`src/rtl/seq_detector_param.sv`:
```
// rtl/seq_detector_param.sv - parametrised serial sequence detector with masked runtime pattern
//
// Shifts in one qualified serial bit per clock and compares the most recent
// PAT_W bits against a loadable pattern. A per-bit mask marks which pattern
// bits are compared. Overlapping and non-overlapping match modes are
// supported. The match flag is a registered one-cycle pulse.
//
// Optional feature macro: SEQDET_MATCH_CNT_EN
//   defined   : a CNT_W-bit saturating match counter drives matchCount
//   undefined : matchCount is tied to zero and cntClr is ignored
//
// Parameters:
//   PAT_W    pattern length in bits (2..32)
//   PATTERN  pattern restored on reset, MSB is the first-received bit
//   CNT_W    match counter width (1..32)
//
// Ports:
//   clk          in   clock, rising edge
//   rst          in   synchronous active-high reset
//   serIn        in   serial data bit
//   serInValid   in   qualifies serIn
//   overlap      in   1 = overlapping matches, 0 = non-overlapping
//   patLoad      in   load patIn/patMask and restart detection
//   patIn        in   new pattern (PAT_W bits)
//   patMask      in   compare mask, 1 = compare, 0 = don't care
//   cntClr       in   clear the match counter (wins over a same-edge match)
//   serOutValid  out  registered one-cycle match pulse
//   matchCount   out  saturating match count (CNT_W bits)

module seq_detector_param #(
  parameter int               PAT_W   = 4,
  parameter logic [PAT_W-1:0] PATTERN = 4'b1011,
  parameter int               CNT_W   = 8
) (
  input  logic             clk,
  input  logic             rst,
  input  logic             serIn,
  input  logic             serInValid,
  input  logic             overlap,
  input  logic             patLoad,
  input  logic [PAT_W-1:0] patIn,
  input  logic [PAT_W-1:0] patMask,
  input  logic             cntClr,
  output logic             serOutValid,
  output logic [CNT_W-1:0] matchCount
);

  // fill must be able to hold the value PAT_W itself
  localparam int               FILL_W   = $clog2(PAT_W + 1);
  localparam logic [FILL_W-1:0] FILL_MAX = FILL_W'(PAT_W);
  // one bit short of a full window: the incoming bit completes it
  localparam logic [FILL_W-1:0] FILL_THR = FILL_W'(PAT_W - 1);

  logic [PAT_W-1:0]  pat_q,   pat_d;
  logic [PAT_W-1:0]  mask_q,  mask_d;
  logic [PAT_W-1:0]  hist_q,  hist_d;
  logic [FILL_W-1:0] fill_q,  fill_d;
  logic              match_q, match_d;

  logic [PAT_W-1:0]  nxt;
  logic              window_full;
  logic              pat_equal;
  logic              hit;

  // Candidate window including the bit arriving on this edge.
  assign nxt         = {hist_q[PAT_W-2:0], serIn};
  assign window_full = (fill_q >= FILL_THR);
  assign pat_equal   = (((nxt ^ pat_q) & mask_q) == '0);
  assign hit         = serInValid && !patLoad && window_full && pat_equal;

  // The oldest history bit is shifted out without ever being compared; the
  // comparison always uses the window formed with the new bit.
  logic unused_hist_msb;
  assign unused_hist_msb = hist_q[PAT_W-1];

  always_comb begin
    pat_d   = pat_q;
    mask_d  = mask_q;
    hist_d  = hist_q;
    fill_d  = fill_q;
    match_d = 1'b0;

    if (patLoad) begin
      // A pattern load restarts detection; any serIn this cycle is dropped.
      pat_d  = patIn;
      mask_d = patMask;
      hist_d = '0;
      fill_d = '0;
    end else if (serInValid) begin
      hist_d = nxt;
      if (fill_q != FILL_MAX) begin
        fill_d = fill_q + 1'b1;
      end
      if (hit) begin
        match_d = 1'b1;
        // Non-overlapping mode demands PAT_W fresh bits before the next match.
        fill_d  = overlap ? FILL_MAX : '0;
      end
    end
  end

  always_ff @(posedge clk) begin
    if (rst) begin
      pat_q   <= PATTERN;
      mask_q  <= '1;
      hist_q  <= '0;
      fill_q  <= '0;
      match_q <= 1'b0;
    end else begin
      pat_q   <= pat_d;
      mask_q  <= mask_d;
      hist_q  <= hist_d;
      fill_q  <= fill_d;
      match_q <= match_d;
    end
  end

  assign serOutValid = match_q;

`ifdef SEQDET_MATCH_CNT_EN
  logic [CNT_W-1:0] cnt_q, cnt_d;

  // Clear beats a same-edge match; the count saturates at all ones.
  always_comb begin
    cnt_d = cnt_q;
    if (cntClr) begin
      cnt_d = '0;
    end else if (match_d && (cnt_q != '1)) begin
      cnt_d = cnt_q + 1'b1;
    end
  end

  always_ff @(posedge clk) begin
    if (rst) begin
      cnt_q <= '0;
    end else begin
      cnt_q <= cnt_d;
    end
  end

  assign matchCount = cnt_q;
`else
  logic unused_cnt_clr;
  assign unused_cnt_clr = cntClr;
  assign matchCount     = '0;
`endif

endmodule

```
`config.mk`:
```
export PLATFORM = sky130hd
export DESIGN_NAME = seq_detector_param
export DESIGN_NICKNAME = d
export VERILOG_FILES = /design/src/rtl/seq_detector_param.sv
export SDC_FILE = /design/constraint.sdc
export NUM_CORES = 1
export LEC_CHECK = 0
export ABC_CLOCK_PERIOD_IN_PS = 4430
export BUFFER_PORTS_ARGS = -buffer_cell sky130_fd_sc_hd__buf_2
export CAP_MARGIN = 40
export CORE_UTILIZATION = 51
export CTS_CLUSTER_DIAMETER = 50
export DETAILED_ROUTE_END_ITERATION = 10
export PLACE_DENSITY = 0.77
export SYNTH_ARGS = -nofsm -noshare
export SYNTH_HDL_FRONTEND = slang
export SYNTH_SLANG_ARGS = --single-unit
export TNS_END_PERCENT = 10
```
`constraint.sdc`:
```
create_clock -name clk -period 4.43 [get_ports clk]
set_input_delay 0 -clock clk [delete_from_list [all_inputs] [get_ports clk]]
set_output_delay 0 -clock clk [all_outputs]
set_load 0.02 [all_outputs]
```
# Yosys cells after proc, flatten, opt, wreduce, memory -nomap -nowiden
# Index checks and enable logic that the tools add are counted.
[totals] register_bits=15 inputBits=15 output_inout_bits=9 wordCells=24
[classes] add_sub_neg=1 magnitude_cmp=1 n_eq_ne=1 muxes=4 n_bitwise=3 n_reduce_logical=9
[ops] operator="$mux 3" n=3
[ops] operator="$and 4x4->4" n=1
[ops] operator="$logic_not 4->1" n=1
[ops] operator="$xor 4x4->4" n=1
[ops] operator="$add 3x1->3 const B" n=1
[ops] operator="$ge 3x2->1 const B" n=1
[ops] operator="$logic_and 1x1->1" n=3
[ops] operator="$ne 3x3->1 const B" n=1
[ops] operator="$reduce_or 3->1" n=1
[ops] operator="$reduce_and 2->1" n=1
[ops] operator="$reduce_bool 2->1" n=1
[ops] operator="$reduce_or 2->1" n=1
[ops] operator="$logic_not 1->1" n=1
[ops] operator="$mux 1" n=1
[ops] operator="$not 1->1" n=1

# Logic depth before layout (Yosys ltp)
[logic_depth] word_depth=6 ltp_mapped=6

# Worst setup path before layout
# Ideal clock, no wire load.
[synth_timing] kind="register to register" from="register fill_q[0]" to="register fill_q[2]" arrival_time_ps=1328 required_time_ps=4309 slack_ps=2981 stages_incl_launch_ff=7 path_buffers=0 synth_period_minus_slack_ps=1449 path_cell_list="dfxtp_1 > ha_1 > ha_1 > a211oi_1 > nor3_2 > nand3_2 > mux2_4"
[synth_via] elab_chain_len=5 word_cells_on_any_way=9
[synth_rtl] element="start: declaration" line="57" rtl="logic [FILL_W-1:0] fill_q, fill_d;"
[synth_rtl] element="start signal: assignment" line="113" rtl="fill_q <= fill_d;"
[synth_rtl] element="$ge 3x2->1" line="67" rtl="assign window_full = (fill_q >= FILL_THR);"
[synth_rtl] element="$logic_and 1x1->1 (2 in series)" line="69" rtl="assign hit = serInValid && !patLoad && window_full && pat_equal;"
[synth_rtl] element="$reduce_bool 2->1 (no line)"
[synth_rtl] element="$reduce_and 2->1 (no line)"
# Parallel ways exist; a longest one is shown, timed or not. The select of a mux whose other input is x is not followed.
# A chain may end at the register's enable or synchronous reset.

# Worst setup path after layout
# Same ends and word-level chain as after synthesis.

==> results.cfg <==
[routing]
drtPass1Iterations = 3
vias = 562
drt_iter0_drc = 4
via_per_inst = 4.80
wl_um = 1260
wire_per_inst_um = 10.8
drc = 0
ant_nets = 0

[final_layout]
layout_commonest_cell = dfxtp_1
fin_area_sq_um = 940
syn2layout_area_growth_pct = 18.3
final_cell_mix = dfxtp_1 (15), buf_2 (14), dlygate4sd3_1 (9)
fin_nets = 121
diodes = 0
drive_above_1_share = 0.245

[critical_path]
endpoint_kind = flop
crit_required_ns = 4.60
critPathKind = reg2reg
cp_slowest_cell = dfxtp_1
rr_worst_depth = 6
critPathTopFamily = adder cells
path_cells = ha_1 -> ha_1 -> a211oi_1 -> nor3_2 -> nand3_2 -> mux2_4
crit_path_max_fanout = 4
cp.arrival_ns = 1.76
crit_top_cell = ha_1
cp.depth = 6
cp.buffers_inverters = 0
cpPeakStageDelay_ns = 0.35
critPathLaunchType = flop

[global_routing]
grt_pass1_wl_um = 2190
grt_pass1_vias = 524
track_usage = 0.165
antenna_found_initial = 0
gr-total-overflow = 0
grt_max_degree = 18

[floorplan]
start_util = 0.582
fp.coreArea_sq_mm = 0.00137
dieArea_sq_mm = 0.00172
die_y_um = 41.5
fp-row-count = 13
ios = 24
die_w_um = 41.5

[yosys]
synth_area_sq_um = 795
synth_cells = 80
yosys.cell_types.count = 24
synth_seq_cells = 15
yosysSeqAreaShare = 0.378
yosysWarnings = 0
synth_area_per_cell_sq_um = 9.93

[place]
globalplace.congestion = 0.774
numPortBuffers = 14
post_dp_cell_area_sq_um = 823
place_hpwl_um = 839

[power]
peakVddDrop_uv = 172
cellPowerDensity_mw_per_mm2 = 281
power_leakage_nw = 0.420

[timing]
rsz0062_at_grt = false
fin_tns_setup_ns = 0
setup_violations = 0
clock.fmax_mhz = 632
final.period_utilization = 0.357
min_period_ns = 1.58
finClkSkew_ns = 0.00146
fin_hold_ws_ns = 0.0161
maxSlewViolCount = 0
final_hold_viol_count = 0

[worst_hold_path]
hold_class = in2reg
min_path_cells = 2

[clock_network]
clkSinkCount = 15
cts_tree = built
cts-buffers-inserted = 3
cts_resized = 0
clk_pin_slew_worst_paths_ns = 0.08
h-tree-depth = 1
clk_latency_ns = 0.28
clockBufferDepth = 2
cts-root-buf = clkbuf_4

[run_status]
status = completed

[run]
drv_cap = 0
## registers in the layout, summed over array words and instances, names as in the netlist
name,count
fill_q,3
hist_q,3
mask_q,4
pat_q,4
serOutValid,1
## cells by family (layout without fill, tap and decap cells)
group,count (synthesis),count (layout),share of synthesized area
xor gates and xnor gates,5,5,0.0551
other,1,8,0.00472
AOI/OAI and AO/OA,15,15,0.157
muxes,5,5,0.0693
buffers and inverters,16,31,0.128
adders and majority gates,3,3,0.0472
and+or+nand+nor,20,20,0.161
DFF,15,15,0.378
## power by group
part	leakage (nW)	switching, mW	internal (mW)
registers	0.123	0.00443	0.141
logic	0.281	0.0216	0.0216
clock network	0.0150	0.0406	0.0350
## per-stage QoR
stage	power, mW	instances	utilization	setup slack (ns)
floorplan	0.182	87	-	2.98
global placement	0.184	104	0.603	2.87
detailed placement	0.185	104	0.603	2.86
CTS	0.269	117	0.688	2.85
global route	0.279	117	0.688	2.74
finish	0.264	117	0.688	2.85
## synthesized netlist by cell type, drive strengths merged
library cell,number,share of area
dfxtp,15,0.38
buf,12,0.11
a211o,7,0.077
nor2,7,0.033
nor2b,7,0.055
inv,4,0.019
mux2i,4,0.050
xor2,4,0.044
ha,3,0.047
a21oi,2,0.013
a22oi,2,0.031
nor3b,2,0.031
o21ai,2,0.013
a211oi,1,0.0095
a21boi,1,0.014
conb,1,0.0047
mux2,1,0.019
nand2b,1,0.0079
nand3,1,0.013
nor3,1,0.013
or2,1,0.0079
xnor2,1,0.011
## path summary, 6_finish.rpt
kind	start	endpoint	slack [ns]
worst max-delay path	fill_q[0]	fill_q[2]	2.85
worst min-delay path	rst	serOutValid	0.02
worst max register to register	fill_q[0]	fill_q[2]	2.85
worst min register to register	hist_q[2]	hist_q[2]	0.54
## worst register-to-register path: stages, from the launching register on
cell      delay [ns]
dfxtp_1         0.35
ha_1            0.21
ha_1            0.17
a211oi_1        0.25
nor3_2          0.07
nand3_2         0.12
mux2_4          0.30
## area by class of cell
cell class                      instances  area, sq um
Fill cell                             118          427
Multi-Input combinational cell         56          419
Sequential cell                        15          300
Timing Repair Buffer                   23          160
Clock buffer                            4         26.3
Tap cell                               15         18.8
Inverter                                4         15.0
## what timing repair did
item,CTS,global route
hold buffers,9,0
endpoints found under the hold margin,9,0
setup buffers,0,0
## per-layer routing
layer	vias to the layer above	part of all wire	track usage
met2	21	0.45	0.256
li1	297	-	-
met3	4	0.042	0.0391
met4	0	0.020	0.0968
met5	-	0	0
met1	240	0.49	0.205
Power figures use the tool's default switching activity.
